File: config.mk
export PLATFORM = sky130hd
export DESIGN_NAME = ddr3_axi_retime_buf
export DESIGN_NICKNAME = d
export VERILOG_FILES = /design/src/rtl/ddr3_axi_retime_buf_pkg.sv /design/src/rtl/ddr3_axi_retime_buf_ram.sv /design/src/rtl/ddr3_axi_retime_buf.sv
export SDC_FILE = /design/constraint.sdc
export NUM_CORES = 1
export LEC_CHECK = 0
export ABC_AREA = 1
export CAP_MARGIN = 25
export CORE_ASPECT_RATIO = 1.4
export CORE_MARGIN = 2
export CORE_UTILIZATION = 35
export CTS_CLUSTER_SIZE = 20
export DETAILED_ROUTE_END_ITERATION = 10
export GPL_TIMING_DRIVEN = 0
export PLACE_DENSITY_LB_ADDON = 0.1
export SKIP_CTS_REPAIR_TIMING = 1
export SYNTH_ARGS = -nofsm -noshare
export SYNTH_HDL_FRONTEND = slang
export SYNTH_SLANG_ARGS = --single-unit
File: constraint.sdc
create_clock -name clk_i -period 3.3 [get_ports clk_i]
set_clock_uncertainty 0.15 [all_clocks]
set_input_delay 0.495 -clock clk_i [delete_from_list [all_inputs] [get_ports clk_i]]
set_output_delay 0.495 -clock clk_i [all_outputs]
set_load 0.05 [all_outputs]
File: src/rtl/ddr3_axi_retime_buf_pkg.sv
// Shared definitions for the DDR3 AXI retime buffers: channel payload widths,
// FSM state encoding and packet-mode selectors.
package ddr3_axi_retime_buf_pkg;

  localparam int WCMD_W  = 46;
  localparam int WDATA_W = 37;
  localparam int WRESP_W = 6;
  localparam int RREQ_W  = 46;
  localparam int RRESP_W = 39;

  localparam logic [0:0] ST_GATHER      = 1'b0;
  localparam logic [0:0] ST_CUT_THROUGH = 1'b1;

  localparam int MODE_STREAM = 0;
  localparam int MODE_PACKET = 1;

endpackage

File: src/rtl/ddr3_axi_retime_buf_ram.sv
// DEPTH x (WIDTH+1) storage for the retime buffer: registered write port,
// asynchronous read port, no reset on the array contents.
module ddr3_axi_retime_buf_ram
  import ddr3_axi_retime_buf_pkg::*;
#(
  parameter int WIDTH  = 32,
  parameter int DEPTH  = 4,
  parameter int ADDR_W = 2
) (
  input  logic              clk,
  input  logic              wr_en,
  input  logic [ADDR_W-1:0] wr_addr,
  input  logic [WIDTH:0]    wr_data,
  input  logic [ADDR_W-1:0] rd_addr,
  output logic [WIDTH:0]    rd_data
);

  logic [WIDTH:0] mem [DEPTH];

  always_ff @(posedge clk) begin
    if (wr_en) mem[wr_addr] <= wr_data;
  end

  assign rd_data = mem[rd_addr];

endmodule

File: src/rtl/ddr3_axi_retime_buf.sv
// Parametrised AXI channel retime buffer with occupancy/almost-full reporting,
// synchronous flush and an optional store-and-forward (packet) mode.
module ddr3_axi_retime_buf
  import ddr3_axi_retime_buf_pkg::*;
#(
  parameter int WIDTH       = 32,
  parameter int DEPTH       = 4,
  parameter int ADDR_W      = 2,
  parameter int PACKET_MODE = MODE_STREAM,
  parameter int AFULL_LEVEL = 3
) (
  input  logic              clk_i,
  input  logic              rst_i,
  input  logic [WIDTH-1:0]  data_in_i,
  input  logic              last_i,
  input  logic              push_i,
  output logic              accept_o,
  output logic [WIDTH-1:0]  data_out_o,
  output logic              last_o,
  output logic              valid_o,
  input  logic              pop_i,
  input  logic              flush_i,
  output logic [ADDR_W:0]   level_o,
  output logic              afull_o,
  output logic [ADDR_W:0]   pkt_count_o
);

  localparam logic [ADDR_W:0]   FULL_LEVEL = (ADDR_W+1)'(DEPTH);
  localparam logic [ADDR_W:0]   AFULL_THR  = (ADDR_W+1)'(AFULL_LEVEL);
  localparam logic [ADDR_W:0]   LVL_ONE    = (ADDR_W+1)'(1);
  localparam logic [ADDR_W-1:0] PTR_ONE    = ADDR_W'(1);

  logic [ADDR_W-1:0] wr_ptr;
  logic [ADDR_W-1:0] rd_ptr;
  logic [ADDR_W:0]   level;
  logic [ADDR_W:0]   pkt_count;
  logic [0:0]        state;
  logic [0:0]        state_next;
  logic [WIDTH:0]    head;
  logic              push_fire;
  logic              pop_fire;
  logic              push_last;
  logic              pop_last;

  assign push_fire = push_i & accept_o;
  assign pop_fire  = pop_i & valid_o;
  assign push_last = push_fire & last_i;
  assign pop_last  = pop_fire & last_o;

  assign accept_o    = (level != FULL_LEVEL) & ~flush_i;
  assign afull_o     = level >= AFULL_THR;
  assign level_o     = level;
  assign pkt_count_o = pkt_count;
  assign data_out_o  = head[WIDTH-1:0];
  assign last_o      = head[WIDTH];

  // In GATHER a burst is held back until its last beat lands, unless the
  // buffer fills first; that full-escape is what lets oversized bursts through.
  always_comb begin
    valid_o = 1'b0;
    if (PACKET_MODE == MODE_STREAM) begin
      valid_o = level != '0;
    end else if (state == ST_CUT_THROUGH) begin
      valid_o = level != '0;
    end else begin
      valid_o = (pkt_count != '0) | (level == FULL_LEVEL);
    end
  end

  always_comb begin
    state_next = state;
    if (PACKET_MODE == MODE_STREAM) begin
      state_next = ST_GATHER;
    end else if (state == ST_GATHER) begin
      if (pop_fire && pkt_count == '0 && !last_o) state_next = ST_CUT_THROUGH;
    end else begin
      if (pop_last) state_next = ST_GATHER;
    end
  end

  always_ff @(posedge clk_i or posedge rst_i) begin
    if (rst_i) begin
      wr_ptr <= '0;
      rd_ptr <= '0;
    end else if (flush_i) begin
      wr_ptr <= '0;
      rd_ptr <= '0;
    end else begin
      if (push_fire) wr_ptr <= wr_ptr + PTR_ONE;
      if (pop_fire)  rd_ptr <= rd_ptr + PTR_ONE;
    end
  end

  always_ff @(posedge clk_i or posedge rst_i) begin
    if (rst_i) begin
      level <= '0;
    end else if (flush_i) begin
      level <= '0;
    end else begin
      case ({push_fire, pop_fire})
        2'b10:   level <= level + LVL_ONE;
        2'b01:   level <= level - LVL_ONE;
        default: level <= level;
      endcase
    end
  end

  always_ff @(posedge clk_i or posedge rst_i) begin
    if (rst_i) begin
      pkt_count <= '0;
    end else if (flush_i) begin
      pkt_count <= '0;
    end else begin
      case ({push_last, pop_last})
        2'b10:   pkt_count <= pkt_count + LVL_ONE;
        2'b01:   pkt_count <= pkt_count - LVL_ONE;
        default: pkt_count <= pkt_count;
      endcase
    end
  end

  always_ff @(posedge clk_i or posedge rst_i) begin
    if (rst_i) begin
      state <= ST_GATHER;
    end else if (flush_i) begin
      state <= ST_GATHER;
    end else begin
      state <= state_next;
    end
  end

  ddr3_axi_retime_buf_ram #(
    .WIDTH  (WIDTH),
    .DEPTH  (DEPTH),
    .ADDR_W (ADDR_W)
  ) u_ram (
    .clk     (clk_i),
    .wr_en   (push_fire),
    .wr_addr (wr_ptr),
    .wr_data ({last_i, data_in_i}),
    .rd_addr (rd_ptr),
    .rd_data (head)
  );

endmodule
# Yosys cells after proc, flatten, opt, wreduce, memory -nomap -nowiden
# Memories as Yosys holds them, arrays and structs flattened.
# Cells that the tools add are included.
# op_classes
reduce_logical	5
add_sub_neg	6
order_cmp	1
n_mux	10
n_bitwise	6
n_eq_ne	5
# op_table
op	count
3-bit case mux with 2 select lines	2
3-bit nonzero test	3
2-bit 2-to-1 mux	4
3-bit by 1-bit adder with 3-bit output, second input constant	2
3-bit 2-to-1 mux	2
3-bit by 1-bit subtractor with 3-bit output, second input constant	2
1-bit bitwise AND	5
2-bit by 1-bit adder with 2-bit output, second input constant	2
2-bit by 1-bit == test with 1-bit output, second input constant	2
2-bit == test, second input constant	2
2-bit nonzero test	2
3-bit by 2-bit >= comparator with 1-bit output, second input constant	1
3-bit != test, second input constant	1
1-bit 2-to-1 mux	2
1-bit inverter	1
# totals
ramBits	132
mem_count	1
word_cells	38
ff_bits	10
# memory_table
name	depth	width	rd	rd_ports_with_merged_regs	write_ports	line	source
u_ram.mem	4	33	1	0	1	ddr3_axi_retime_buf_ram.sv:18	logic [WIDTH:0] mem [DEPTH];

# Logic depth before layout (Yosys ltp)
# Gate-level depths: netlist of the first run.
# depth
word_depth	7
mapped_depth	13

# By module
# From an unflattened synthesis of the first run, not the netlist that was laid out.
# unflattened
hier_cells	607
area_unflattened_um2	6228.5
# by_module_without_submodules
module	instances	cells_per_inst	area_each_um2	seq_area_each_um2
ddr3_axi_retime_buf_ram	1	525	5556.6	3963.8
ddr3_axi_retime_buf	1	82	671.9	250.2

# Worst setup path after synthesis of the first run
# Ideal clock, no wire load.
# synth_path
kind	reg2reg
startpoint	register level[1] (netlist: level_o[1])
endpoint	memory u_ram.mem[0][0] (netlist bit) (enable)
period_less_slack_ps	3083
path_buffers	0
setup_time_ps	423
path_stages_with_launch	5
t_required_ps	2727
slack_ps	217
arrival_ps	2510
cell_sequence	dfrtp_1 -> nor2_4 -> nand2_1 -> nand3_4 -> nor2_1
# synth_via
elab_chain_cells	5
# synth_rtl
element	line	source
start: declaration	ddr3_axi_retime_buf.sv:35	logic [ADDR_W:0] level;
start signal: assignment	ddr3_axi_retime_buf.sv:101	2'b10: level <= level + LVL_ONE;
start signal: assignment	ddr3_axi_retime_buf.sv:102	2'b01: level <= level - LVL_ONE;
start signal: assignment	ddr3_axi_retime_buf.sv:103	default: level <= level;
3-bit != test	ddr3_axi_retime_buf.sv:50	assign accept_o = (level != FULL_LEVEL) & ~flush_i;
1-bit bitwise AND	ddr3_axi_retime_buf.sv:50	
1-bit bitwise AND	ddr3_axi_retime_buf.sv:45	assign push_fire = push_i & accept_o;
1-bit 2-to-1 mux	ddr3_axi_retime_buf_ram.sv:21	if (wr_en) mem[wr_addr] <= wr_data;
1-bit 2-to-1 mux (not written as such)	ddr3_axi_retime_buf_ram.sv:21	
end: declaration	ddr3_axi_retime_buf_ram.sv:18	
# No other way between the ends.

# Worst setup path after layout of the first run
# layout_path
startpoint	register rd_ptr[1]
endpoint	output data_out_o[3]
# layout_via
elab_chain_cells	1
# layout_rtl
element	line	source
start: declaration	ddr3_axi_retime_buf.sv:34	logic [ADDR_W-1:0] rd_ptr;
start signal: assignment	ddr3_axi_retime_buf.sv:90	if (pop_fire) rd_ptr <= rd_ptr + PTR_ONE;
memory read 4 x 33 bit	-	
end: declaration	ddr3_axi_retime_buf.sv:18	output logic [WIDTH-1:0] data_out_o,
# No other way between the ends.

==> impl_metrics.json, run 1 <==
{
  "layout_commonest_cell": "edfxtp_1",
  "antenna_found_initial": 0,
  "syn_inst": 423,
  "area_growth_pct": 33.53,
  "crit_slowest_cell": "dfrtp_1",
  "syn_area_sq_um": 5608,
  "synth_nets": 467,
  "htree_levels": 4,
  "slew_viol_final": 0,
  "path_clk_slew_ns": 0.06,
  "synth.ff_latch_count": 142,
  "drtIter0Drc": 208,
  "place_worst_setup_slack_ns": 0.1416,
  "final_net_count": 569,
  "reg2reg_depth": 13,
  "grt_pass1_vias": 3856,
  "grt_use_total": 0.1610,
  "reg2reg_from": "rd_ptr[0]",
  "finalHoldViolations": 0,
  "layout_setup_ws_ns": 0.2932,
  "p_leak_nw": 2.907,
  "min_period_ns": 3.007,
  "drc": 0,
  "layout_common_cells": "edfxtp_1 (132), nor2_1 (73), o21ai_0 (66), clkdlybuf4s50_1 (47)",
  "drv_cap": 0,
  "fmax_mhz": 332.6,
  "cp-end-kind": "output pin",
  "cp.required_ns": 2.65,
  "cts_root_buffer": "clkbuf_16",
  "ant_nets": 0,
  "postLayoutCoreUtil": 0.4798,
  "core_sq_um": 15610,
  "dpl.hpwl_mm": 8.345,
  "cts_buffers": 17,
  "cts_sinks": 142,
  "startpoint": "rd_ptr[1]",
  "vias_per_cell": 4.943,
  "rows": 54,
  "power_density_nw_per_um2": 788.2,
  "grt_setup_unrepaired": "no",
  "yosys_warnings": 0,
  "crit_end": "data_out_o[3]",
  "drive_gt1_frac": 0.1190,
  "diodes": 0,
  "cts_tree": "built",
  "outcome": "finished, final reports clean",
  "synth_seq_area_share": 0.7515,
  "cp.arrival_ns": 2.36,
  "clk_latency_ns": 0.40,
  "ir_drop_uv": 501.8,
  "dr_total_vias": 3628,
  "fin_area_sq_um": 7488,
  "start_kind": "register",
  "avgSynthCellArea_sq_um": 13.26,
  "wl_mm": 13.30,
  "r2r_end": "pkt_count_o[2]",
  "tightest_slew_ns": 0.6371,
  "pin_count": 80,
  "place_area_sq_um": 6754,
  "critPathMaxFanout": 10,
  "clock_path_buffers": 2,
  "grt_max_degree": 23,
  "fillers": 1409,
  "drt_pass1_iterations": 4,
  "r2r_slack_ns": 1.08,
  "hold_path.class": "primary input to asynchronous set/reset pin",
  "die-area_sq_um": 17070,
  "slew-limit-headroom": 0.5743,
  "initial_utilization": 0.3593,
  "crit_type": "register to output pin",
  "globalRouteOverflowTotal": 0,
  "finalCritPeriodShare": 0.9112,
  "die_w_um": 111.0,
  "place_congestion": 0.7070,
  "crit_chain": "inv_2, clkbuf_1, o21ai_0, o22ai_1, dlymetal6s2s_1",
  "synth_cell_types": 26,
  "die_h_um": 153.8,
  "setup_violations": 0,
  "grt_first_pass_wirelength_mm": 20.91,
  "max_stage_delay_ns": 0.48,
  "portBuffers": 79,
  "detail_route.wl_per_cell_um": 18.12
}
logic make-up after synthesis:
logic type	after synthesis	synth area share
AND/OR/NAND/NOR	129	0.09750
buffers and inverters	42	0.03101
XOR/XNOR	3	0.004686
AO/OA/AOI/OAI	101	0.09929
flip-flops	142	0.7514
adder cells (fa/ha/maj)	6	0.01606
where the power goes:
group	total, mW	internal [mW]	switching, mW	leakage, nW
clock	2.07	1.35	0.720	0.316
combinational	1.70	0.520	1.18	1.26
sequential	2.13	2.08	0.0561	1.33
total	5.90	3.95	1.96	2.91
flip-flops by register name, summed over array words and instances, names as in the netlist:
| name | count |
|---|---|
| u_ram.mem | 132 |
| level_o | 3 |
| pkt_count_o | 3 |
| rd_ptr | 2 |
| wr_ptr | 2 |
metal layers:
layer	GRT usage	wire length, um	vias up
met5	0	0	-
met4	0.04881	125	0
met3	0.04020	511	9
met2	0.2883	6864	86
met1	0.1908	5797	1791
li1	-	-	1742
critical path, delay by kind of cell (launching register included):
kind                   cells  cell delay [ns]
AOI/OAI and AO/OA          2             0.41
DFF                        1             0.48
buffers and inverters      3             1.07
metrics by stage:
step                      total power [mW]  instances  hold WS, ns  setup TNS (ns)
after global routing                 6.142        734       0.2843               0
after CTS                            5.988        734       0.2360          -5.610
after global placement               3.871        698       0.3911         -181.48
after detailed placement             3.907        702       0.4123               0
after floorplan                      3.264        423       0.1852               0
final                                5.903        734       0.2375               0
how the worst min path moves through the flow:
stage / start / endpoint / cells after the start
floorplan: rst_i / level_o[0] / 1
global placement: wr_ptr[0] / wr_ptr[0] / 1
detailed placement: wr_ptr[1] / wr_ptr[1] / 2
CTS: rst_i / level_o[0] / 2
global route: rst_i / level_o[0] / 2
finish: rst_i / level_o[0] / 2
cells in the mapped netlist, drive strengths merged:
master / number / share of area
nor2: 79 / 0.055
fa: 2 / 0.0071
xor2: 2 / 0.0031
o22ai: 32 / 0.036
nand3: 11 / 0.013
buf: 9 / 0.0089
or2: 1 / 0.0011
dfrtp: 10 / 0.045
clkbuf: 13 / 0.0087
inv: 20 / 0.013
o21ai: 66 / 0.059
nand2: 33 / 0.023
nand4: 4 / 0.0045
xnor2: 1 / 0.0016
a21oi: 3 / 0.0047
ha: 4 / 0.0089
edfxtp: 132 / 0.71
nor3: 1 / 0.0018
layout make-up:
class	instances	area [sq um]	area share
flip-flops and latches	142	4214	0.5627
multi-input cells	239	1250	0.1669
repair buffers	83	950.9	0.1270
clock buffers	19	432.9	0.05781
well taps	196	245.2	0.03275
clock inverters	13	212.7	0.02840
plain buffers	22	107.6	0.01437
inverters	20	75.07	0.01003
(Power assumes the default switching activity.)
==> inputs of run 2 (changes only) <==
SLEW_MARGIN = 0   (was not set)
==> results of run 2 <==
Same layout as run 1: the final DEF is identical, and so are final timing and power.
==> inputs of run 3 (changes only) <==
REMOVE_ABC_BUFFERS = 1   (was not set)
==> impl_metrics.json, run 3 (synthesis gave the netlist of run 1 again) <==
{
  "regMostFlops": "u_ram.mem",
  "pwr-share-clk": 0.339,
  "slew-limit-headroom": 0.5686,
  "die_h_um": 153.8,
  "swShare": 0.3379,
  "die_w_um": 111.0,
  "critPathMaxFanout": 37,
  "antenna_found_initial": 0,
  "fmax_mhz": 318.4,
  "layout_common_cells": "edfxtp_1 (132), nor2_1 (73), o21ai_0 (66), clkdlybuf4s50_1 (46), dlymetal6s2s_1 (33)",
  "reg2reg_depth": 12,
  "ir_drop_uv": 434.7,
  "pwr-share-seq": 0.380,
  "rows": 54,
  "drt_pass1_iterations": 5,
  "intPower_mw": 3.789,
  "p_comb_frac": 0.282,
  "largest_register_ff_count": 132,
  "finalHoldViolations": 0,
  "drive_gt1_frac": 0.1002,
  "drv_cap": 0,
  "path_clk_slew_ns": 0.06,
  "place_congestion": 0.7277,
  "area_growth_pct": 32.22,
  "drc": 0,
  "cts_sinks": 142,
  "core_sq_um": 15610,
  "grt_first_pass_wirelength_mm": 19.58,
  "grt_use_total": 0.1505,
  "cts_tree": "built",
  "final_net_count": 550,
  "slew_viol_final": 0,
  "place_worst_setup_slack_ns": -0.1423,
  "die-area_sq_um": 17070,
  "pin_count": 80,
  "finalCritPeriodShare": 0.9518,
  "clk_latency_ns": 0.41,
  "start_kind": "register",
  "cts_root_buffer": "clkbuf_16",
  "dr_total_vias": 3530,
  "layout_setup_ws_ns": 0.1590,
  "power_density_nw_per_um2": 771.9,
  "hold_path.class": "primary input to asynchronous set/reset pin",
  "grt_pass1_vias": 3611,
  "postLayoutCoreUtil": 0.4751,
  "globalRouteOverflowTotal": 0,
  "crit_type": "register to output pin",
  "portBuffers": 79,
  "vias_per_cell": 4.937,
  "dpl.hpwl_mm": 7.173,
  "initial_utilization": 0.3593,
  "grt_max_degree": 45,
  "detail_route.wl_per_cell_um": 17.48,
  "diodes": 0,
  "drtIter0Drc": 137,
  "outcome": "finished, final reports clean",
  "cts_buffers": 17,
  "cp.required_ns": 2.65,
  "layout_commonest_cell": "edfxtp_1",
  "power_mw": 5.723,
  "cp.arrival_ns": 2.50,
  "p_switching_mw": 1.934,
  "grt_setup_unrepaired": "no",
  "p_leak_nw": 2.848,
  "htree_levels": 4,
  "ant_nets": 0,
  "wl_mm": 12.50,
  "hold_slack_ns": 0.2404,
  "clock_path_buffers": 2,
  "tightest_slew_ns": 0.6472,
  "cp-end-kind": "output pin",
  "min_period_ns": 3.141,
  "setup_violations": 0
}
-- run 3: cell type report --
cell class	instances	area [sq um]
fill	1388	8193
sequential	142	4218
multi-input combinational	239	1250
timing repair buffer	86	1021
clock buffer	20	436.7
tap	196	245.2
clock inverter	12	163.9
inverter	20	80.08
-- run 3: final timing paths --
path,slack (ns),start,to
max,0.16,rd_ptr[1],data_out_o[28]
min,0.24,rst_i,pkt_count_o[2]
max reg2reg,0.51,rd_ptr[1],pkt_count_o[2]
min reg2reg,0.43,wr_ptr[1],wr_ptr[1]
max in group asynchronous,2.42,rst_i,rd_ptr[0]
min in group clk_i,0.43,wr_ptr[1],wr_ptr[1]
-- run 3: per-layer routing --
metal	vias up	wire, um	global-route usage
li1	1707	-	-
met1	1728	5478	0.1798
met2	76	6340	0.2635
met3	19	459	0.03311
met4	0	216	0.06190
met5	-	0	0
-- run 3: critical path, cell delays in order, from the launching register on --
cell	delay, ns
dfrtp_1	0.62
buf_16	0.28
inv_4	0.34
o21ai_0	0.15
o22ai_1	0.21
dlymetal6s2s_1	0.46
-- run 3: power by group through the flow --
stage	Clock [mW]	Combinational, mW	Sequential (mW)
3_5_place_dp	0	1.65	2.21
6_report	1.94	1.61	2.17
2_1_floorplan	0	0.938	2.29
3_3_place_gp	0	1.53	2.26
5_1_grt	2.05	1.72	2.19
4_1_cts	1.98	1.65	2.17
-- run 3: stage by stage --
stage                     cells  instance area (sq um)  setup TNS (ns)
after floorplan             401                   5509          -11.74
after global placement      676                   6545         -313.30
after detailed placement    683                   6724          -1.754
after CTS                   715                   7325          -16.68
after global routing        715                   7415               0
final                       715                   7415               0
